`config.mk`:
```
export PLATFORM = sky130hd
export DESIGN_NAME = sub_bytes_engine
export DESIGN_NICKNAME = d
export VERILOG_FILES = /design/src/rtl/sub_bytes_engine.sv
export SDC_FILE = /design/constraint.sdc
export NUM_CORES = 2
export LEC_CHECK = 0
export CORE_MARGIN = 2
export CORE_UTILIZATION = 61
export DETAILED_ROUTE_END_ITERATION = 7
export DONT_BUFFER_PORTS = 1
export GPL_TIMING_DRIVEN = 0
export PLACE_DENSITY_LB_ADDON = 0.2
export SLEW_MARGIN = 10
export SYNTH_ARGS = -nofsm -noshare
export SYNTH_HDL_FRONTEND = slang
export SYNTH_HIERARCHICAL = 1
export SYNTH_SLANG_ARGS = --single-unit
```
`constraint.sdc`:
```
create_clock -name clk -period 23.4 [get_ports clk]
set_clock_uncertainty 0.2 [all_clocks]
set_input_delay 2.34 -clock clk [delete_from_list [all_inputs] [get_ports clk]]
set_output_delay 2.34 -clock clk [all_outputs]
set_load 0.005 [all_outputs]
```
`src/rtl/sub_bytes_engine.sv`:
```
// sub_bytes_engine: iterative AES SubBytes / InvSubBytes engine.
// LANES S-box lanes substitute LANES bytes per cycle; a 128-bit block
// takes 16/LANES RUN cycles and is then held in DONE until consumed.

// One substitution lane: shared GF(2^8) inverter wrapped by the forward
// affine (SubBytes) or preceded by the inverse affine (InvSubBytes).
module sbox_lane (
  input  logic       mode,
  input  logic [7:0] din,
  output logic [7:0] dout
);

  function automatic logic [7:0] gf_mul(input logic [7:0] a, input logic [7:0] b);
    logic [7:0] p;
    logic [7:0] aa;
    p  = 8'h00;
    aa = a;
    for (int i = 0; i < 8; i++) begin
      if (b[i]) p = p ^ aa;
      aa = {aa[6:0], 1'b0} ^ (aa[7] ? 8'h1b : 8'h00);
    end
    return p;
  endfunction

  // x^254 == x^-1 in GF(2^8), and maps 0 to 0 without a special case
  function automatic logic [7:0] gf_inv(input logic [7:0] x);
    logic [7:0] t;
    logic [7:0] r;
    t = x;
    r = 8'h01;
    for (int i = 1; i < 8; i++) begin
      t = gf_mul(t, t);
      r = gf_mul(r, t);
    end
    return r;
  endfunction

  function automatic logic [7:0] rotl(input logic [7:0] x, input int n);
    return 8'((x << n) | (x >> (8 - n)));
  endfunction

  function automatic logic [7:0] affine(input logic [7:0] x);
    return x ^ rotl(x, 1) ^ rotl(x, 2) ^ rotl(x, 3) ^ rotl(x, 4) ^ 8'h63;
  endfunction

  function automatic logic [7:0] inv_affine(input logic [7:0] x);
    return rotl(x, 1) ^ rotl(x, 3) ^ rotl(x, 6) ^ 8'h05;
  endfunction

  logic [7:0] inv_in;
  logic [7:0] inv_out;

  // Direction steering around the single inverter
  always_comb begin
    inv_in  = mode ? inv_affine(din) : din;
    inv_out = gf_inv(inv_in);
    dout    = mode ? inv_out : affine(inv_out);
  end

endmodule

module sub_bytes_engine #(
  parameter int LANES = 4
) (
  input  logic         clk,
  input  logic         rst,
  input  logic         in_valid,
  output logic         in_ready,
  input  logic         mode,
  input  logic [127:0] state_in,
  output logic         out_valid,
  input  logic         out_ready,
  output logic [127:0] state_out,
  output logic         busy
);

  localparam int BEATS = 16 / LANES;
  localparam int CW    = (BEATS > 1) ? $clog2(BEATS) : 1;
  localparam logic [CW-1:0] LAST = CW'(BEATS - 1);

  if (!(LANES == 1 || LANES == 2 || LANES == 4 || LANES == 8 || LANES == 16)) begin : g_bad_lanes
    $error("sub_bytes_engine: LANES must be 1, 2, 4, 8 or 16");
  end

  typedef enum logic [1:0] {IDLE = 2'd0, RUN = 2'd1, DONE = 2'd2} state_e;

  state_e state_q, state_d;
  logic [CW-1:0] cnt_q, cnt_d;
  logic mode_q, mode_d;
  // Packed so byte 0 (state MSB) sits in beat BEATS-1; beat cnt is
  // therefore slot LAST-cnt. Lane order inside a beat is irrelevant
  // because every byte of the beat is substituted together.
  logic [BEATS-1:0][LANES-1:0][7:0] work_q, work_d;
  logic [LANES-1:0][7:0] lane_in, lane_out;
  logic [CW-1:0] beat_sel;

  assign beat_sel = LAST - cnt_q;

  for (genvar l = 0; l < LANES; l++) begin : g_lane
    sbox_lane u_lane (
      .mode (mode_q),
      .din  (lane_in[l]),
      .dout (lane_out[l])
    );
  end

  // Pick the beat currently being substituted
  always_comb begin
    lane_in = '0;
    for (int b = 0; b < BEATS; b++) begin
      if (beat_sel == CW'(b)) lane_in = work_q[b];
    end
  end

  // Next-state, beat counter and working-register update
  always_comb begin
    state_d = state_q;
    cnt_d   = cnt_q;
    mode_d  = mode_q;
    work_d  = work_q;
    case (state_q)
      IDLE: begin
        if (in_valid) begin
          work_d  = state_in;
          mode_d  = mode;
          cnt_d   = '0;
          state_d = RUN;
        end
      end
      RUN: begin
        for (int b = 0; b < BEATS; b++) begin
          if (beat_sel == CW'(b)) work_d[b] = lane_out;
        end
        if (cnt_q == LAST) begin
          cnt_d   = '0;
          state_d = DONE;
        end else begin
          cnt_d = cnt_q + CW'(1);
        end
      end
      DONE: begin
        if (out_ready) state_d = IDLE;
      end
      default: state_d = IDLE;
    endcase
  end

  // State registers, cleared asynchronously
  always_ff @(posedge clk or posedge rst) begin
    if (rst) begin
      state_q <= IDLE;
      cnt_q   <= '0;
      mode_q  <= 1'b0;
      work_q  <= '0;
    end else begin
      state_q <= state_d;
      cnt_q   <= cnt_d;
      mode_q  <= mode_d;
      work_q  <= work_d;
    end
  end

  assign in_ready  = (state_q == IDLE);
  assign out_valid = (state_q == DONE);
  assign busy      = (state_q != IDLE);
  assign state_out = work_q;

endmodule

```
## Yosys cells after proc, flatten, opt, wreduce, memory -nomap -nowiden

Cells that the tools add are included.

- Register bits after elaboration: 133
- Input bits: 133

- Add/sub/neg operators: 2
- Eq/ne operators: 13
- Mux-type cells: 837
- Bitwise operators: 816
- Reductions and logical operators: 11

Operator list:

| kind | count |
|---|---|
| $xor A8 B8 Y8 | 752 |
| $mux W8 | 428 |
| $mux W5 | 368 |
| $mux W32 | 8 |
| $pmux W128 S2 | 1 |
| $mux W128 | 1 |
| $or A8 B1 Y8 | 8 |
| $or A8 B3 Y8 | 8 |
| $or A8 B2 Y8 | 4 |
| $or A8 B4 Y8 | 4 |
| $or A8 B6 Y8 | 4 |
| $mux W7 | 4 |
| $not A1 Y1 const A | 28 |
| $mux W6 | 4 |
| $mux W2 | 9 |
| $mux W4 | 4 |
| $not A4 Y4 | 4 |
| $reduce_and A3 Y1 | 5 |
| $mux W3 | 4 |
| $ne A2 B2 Y1 const B | 6 |
| $eq A2 B2 Y1 const B | 4 |
| $not A2 Y2 | 4 |
| $pmux W2 S3 | 1 |
| $eq A2 B1 Y1 const B | 2 |
| other kinds (8) | 14 |

## Logic depth before layout (Yosys ltp)

- Depth after elaboration: 147
- Mapped depth: 82
- Depth with buffers taken out: 68

## Cells and area by module

The synthesis kept the hierarchy.

By module, submodules not included:

| module | times used | cells an instance | area each (um^2) |
|---|---|---|---|
| sbox_lane | 4 | 2125 | 16313.1 |
| sub_bytes_engine | 1 | 762 | 7469.7 |

## Worst setup path before layout

No wires, ideal clock.

- Kind: reg2reg
- Start: register cnt_q[0]
- End: register work_q, in the netlist state_out[102]
- Setup time: 0.125 ns
- Arrival time: 18.046 ns
- Required time: 23.075 ns
- Setup slack: 5.029 ns
- Cell stages (with the launch flop): 79
- Buffers on the path: 10
- Cell sequence: dfrtp_1 -> inv_1 -> ha_1 -> buf_2 -> nor2b_2 -> buf_2 -> a221oi_1 -> o31ai_1 -> buf_4 -> xor3_1 -> a21oi_4 -> inv_2 -> buf_6 -> ha_1 -> or4b_1 -> mux2i_1 -> a311oi_1 -> xnor2_1 -> (+43 left out) -> a22oi_1 -> xnor3_2 -> xnor2_4 -> xnor2_4 -> xnor3_2 -> xnor2_2 -> xnor2_1 -> nor2_1 -> mux2i_1 -> xnor3_1 -> xnor2_1 -> xnor2_2 -> xnor3_1 -> nor2_1 -> xnor2_1 -> and3b_1 -> a21oi_1 -> mux2i_1

RTL lines:

| item | line | text |
|---|---|---|
| from (decl) | 88 | `logic [CW-1:0] cnt_q, cnt_d;` |
| from (signal assigned) | 157 | `cnt_q <= cnt_d;` |
| to (signal assigned) | 159 | `work_q <= work_d;` |
| to (decl) | 93 | `logic [BEATS-1:0][LANES-1:0][7:0] work_q, work_d;` |

==> impl_summary.md <==
Yosys
The count of yosys warnings during synthesis is 6. In the post-synthesis netlist, the biggest area contributors are xnor2_1, xnor3_1, xor2_1. Yosys mapped the design onto 117 distinct sky130hd cell types. The cell area after synthesis is 72700 um2. The post-synthesis instance total is 9262.

After synthesis, the mean cell area works out to 7.85 um2. The flip-flop cell with the highest count after synthesis is dfrtp_1. The cell accounting for the most synthesized area is xnor2_1. Summing the sequential cell areas from Yosys gives 4.58% of the chip area. In this run, synthesis inferred 0 flip-flops with an integrated enable. Counting flops with an async set or reset pin after synthesis yields a share of 100%. The library cell with the highest instance count after synthesis is xnor2_1.

After synthesis, the largest area contributor takes up 16.0% of total cell area. In this run, synthesis produced a sequential element count of 133. The net count after synthesis is 9427. After synthesis, the most frequently instantiated cells are xnor2_1, nor2_1, nand2_1, a21oi_1, xor2_1.

GRT
The total overflow left after global routing is 0. The total global-route track usage is 39.5%. The number of global-route vias before repair is 66300.

The first global-routing pass estimated 387000 um of wire. The largest net degree at the start of global routing is 83. The number of antenna violations at the first check in global routing came to 30.

Worst setup path
The launching element of the worst setup path is cnt_q[1]. The highest-delay cell along the critical path is clkbuf_1. The data arrival time of the critical path is 22730 ps. The slack of the worst reg-to-reg path is 800 ps.

The worst setup path is launched from a register. The kind of cell with the highest combined delay along the critical path is compound AO/OA/AOI/OAI gates. In this run the worst path has a maximum fanout of 10. The type of destination of the critical path is a register.

The cell that appears most often on the critical path is xnor2_1. The highest cell delay on the worst timing path is 1060 ps. The data required time at the worst endpoint is 23530 ps.

The buffer and inverter count on the worst path is 14. The reg-to-reg startpoint is cnt_q[1]. The critical path is of the reg2reg type.

Placed design
Detailed placement finished with a half-perimeter wire length of 195000 um. The cell count after placement is 10800. The congestion estimate from routability-driven global placement came to 1.04. Buffers placed on the I/O ports in this run total 0.

Timing
The highest achievable clock rate is 0.0442 GHz. The remaining max-slew budget at the tightest pin is 3.45%. The slew at the pin closest to its max-slew limit is 1450 ps. The portion of the clock cycle consumed by the worst path in the final layout is 96.6%. The number of pins exceeding their max-slew limit in the final report is 0. The final setup violation count is 0. The number of hold-slack violations in the final timing report is 0. Counting I/O delays and the setup requirement, the final critical path takes 22600 ps.

Clock network
For this design, the sink count on the clock tree is 133. The clock passes through at most 2 buffers. Clock-pin slew was measured on the worst setup and hold paths at 100 ps. The H-tree generated during clock tree synthesis spans 4 levels.

For this design, the CTS-stage hold fixing added 0 buffers. The insertion delay to the later sink of the worst-skew pair is 490 ps. The buffer cell driving the clock tree root is clkbuf_16. TritonCTS built the clock tree. Clock tree synthesis inserted a total of 17 buffers.

Route
After detailed routing, the total wire length is 253000 um. For this block, the via count after detailed routing is 72300. The average wire length per cell after detail routing is 23.2 um.

Once detail routing completed, the nets flagged for antenna violations numbered 0. For this run, design rule violations remaining after detail routing come to 10. The first routing iteration left 9861 violations.

The number of detailed-route iterations in the first pass is 8. The number of vias per cell is 6.66.

Layout
The multi-input gate area in the final layout is 65800 um2. Compared with the post-synthesis result, the final layout area differs by 4.21%. The sequential cell area in the final layout is 3330 um2. The total number of nets in the final design is 9460.

The finished layout holds 10900 standard cells, fillers aside. The post-route netlist has 9.91% of its cells at a drive strength greater than 1. The number of fill cells in the layout is 10400. The final standard cell utilization of the core is 64.2%.

Outcome
The run finished, with violations left. The final reports fail on DRC.

Die
The total I/O pin count is 264. Once the floorplan was initialized, standard cells occupied 61.6% of the core. The die outline width is 349 um.

The chip height is 349 um. The number of rows created at floorplan is 126. The floorplan step defined a die boundary enclosing 122000 um2. The core region is 118000 um2.

Min path
The class of the tightest hold or removal check is reg2reg. The start point of the worst hold path is state_out[53].

Flow run
Across the run, the number of max-cap violations was 0.
## layout make-up
class                      count  area share, %
multi-input combinational   8252           86.8
sequential                   133           4.39
buffer                       654           4.17
tap                         1536           2.54
inverter                     221           1.10
clock buffer                  17          0.561
timing repair buffer          16          0.185
clock inverter                15          0.177
antenna                       22         0.0726
## through the flow
step	hold slack [ps]	instance area, um2	setup TNS [ps]	worst slack, ps
after global routing	390	75800	-27.6	-27.6
final	369	75800	0	797
after global placement	339	74600	-54.6	-54.6
after CTS	366	75300	0	24.9
after detailed placement	356	74700	-2810	-598
after floorplan	308	72700	0	5030
## placed cells by master (no fill, tap or decap), drive strengths merged, types with 32 or more instances in the layout
cell type and count:
dfrtp 133, xnor3 328, o21ai 265, and3b 32, xor3 100, and3 56, nor3 240, o221ai 44
a211oi 92, nor4 72, nor2 1141, a31oi 88, a21oi 591, o22ai 128, mux2i 424, nand2 922
and2 120, a221oi 71, nor2b 74, buf 298, nand4 32, clkbuf 389, mux2 93, or3 52
a211o 32, or4 40, xor2 536, or2 40, o32ai 40, a22oi 88, o211ai 76, o31ai 108
ha 32, xnor2 1544, inv 223, nand2b 87, nand3 184
## worst min-delay path, stage by stage, from the launching register on
cell and delay, ps:
dfrtp_1 420, inv_1 60, mux2i_1 50
## cell families after synthesis
group,share of synthesized area (%)
and+or+nand+nor,20.0
xor gates and xnor gates,42.3
AOI/OAI and AO/OA,19.5
buffers and inverters,5.45
muxes,7.64
DFF,4.58
adders and majority gates,0.551
## state kept, by name, summed over array words and instances, names as in the netlist
| signal | count |
|---|---|
| cnt_q | 2 |
| mode_q | 1 |
| state_out | 128 |
| state_q | 2 |
## what timing repair did
item | CTS | global route
gates resized for setup | 11 | 86
setup endpoints to repair | 37 | 128
pin swaps | 0 | 9
buffers inserted | 0 | 15
## path summary, 6_finish.rpt
kind,to,depth (start not counted)
max,state_out[39],70
min,state_out[53],2
max reg2reg,state_out[39],70
min reg2reg,state_out[53],2
max in group asynchronous,state_out[112],2
min in group asynchronous,state_out[91],1
## routing by layer
layer | vias to the layer above | part of all wire (%) | track usage [%]
met5 | - | 0.19 | 2.24
met1 | 34500 | 40 | 52.7
met2 | 4514 | 44 | 59.9
met4 | 12 | 3.6 | 14.3
li1 | 32700 | - | -
met3 | 587 | 13 | 11.9
Power is not shown: default switching activity piles up to over one toggle a cycle in this logic, so the estimate is an artifact.
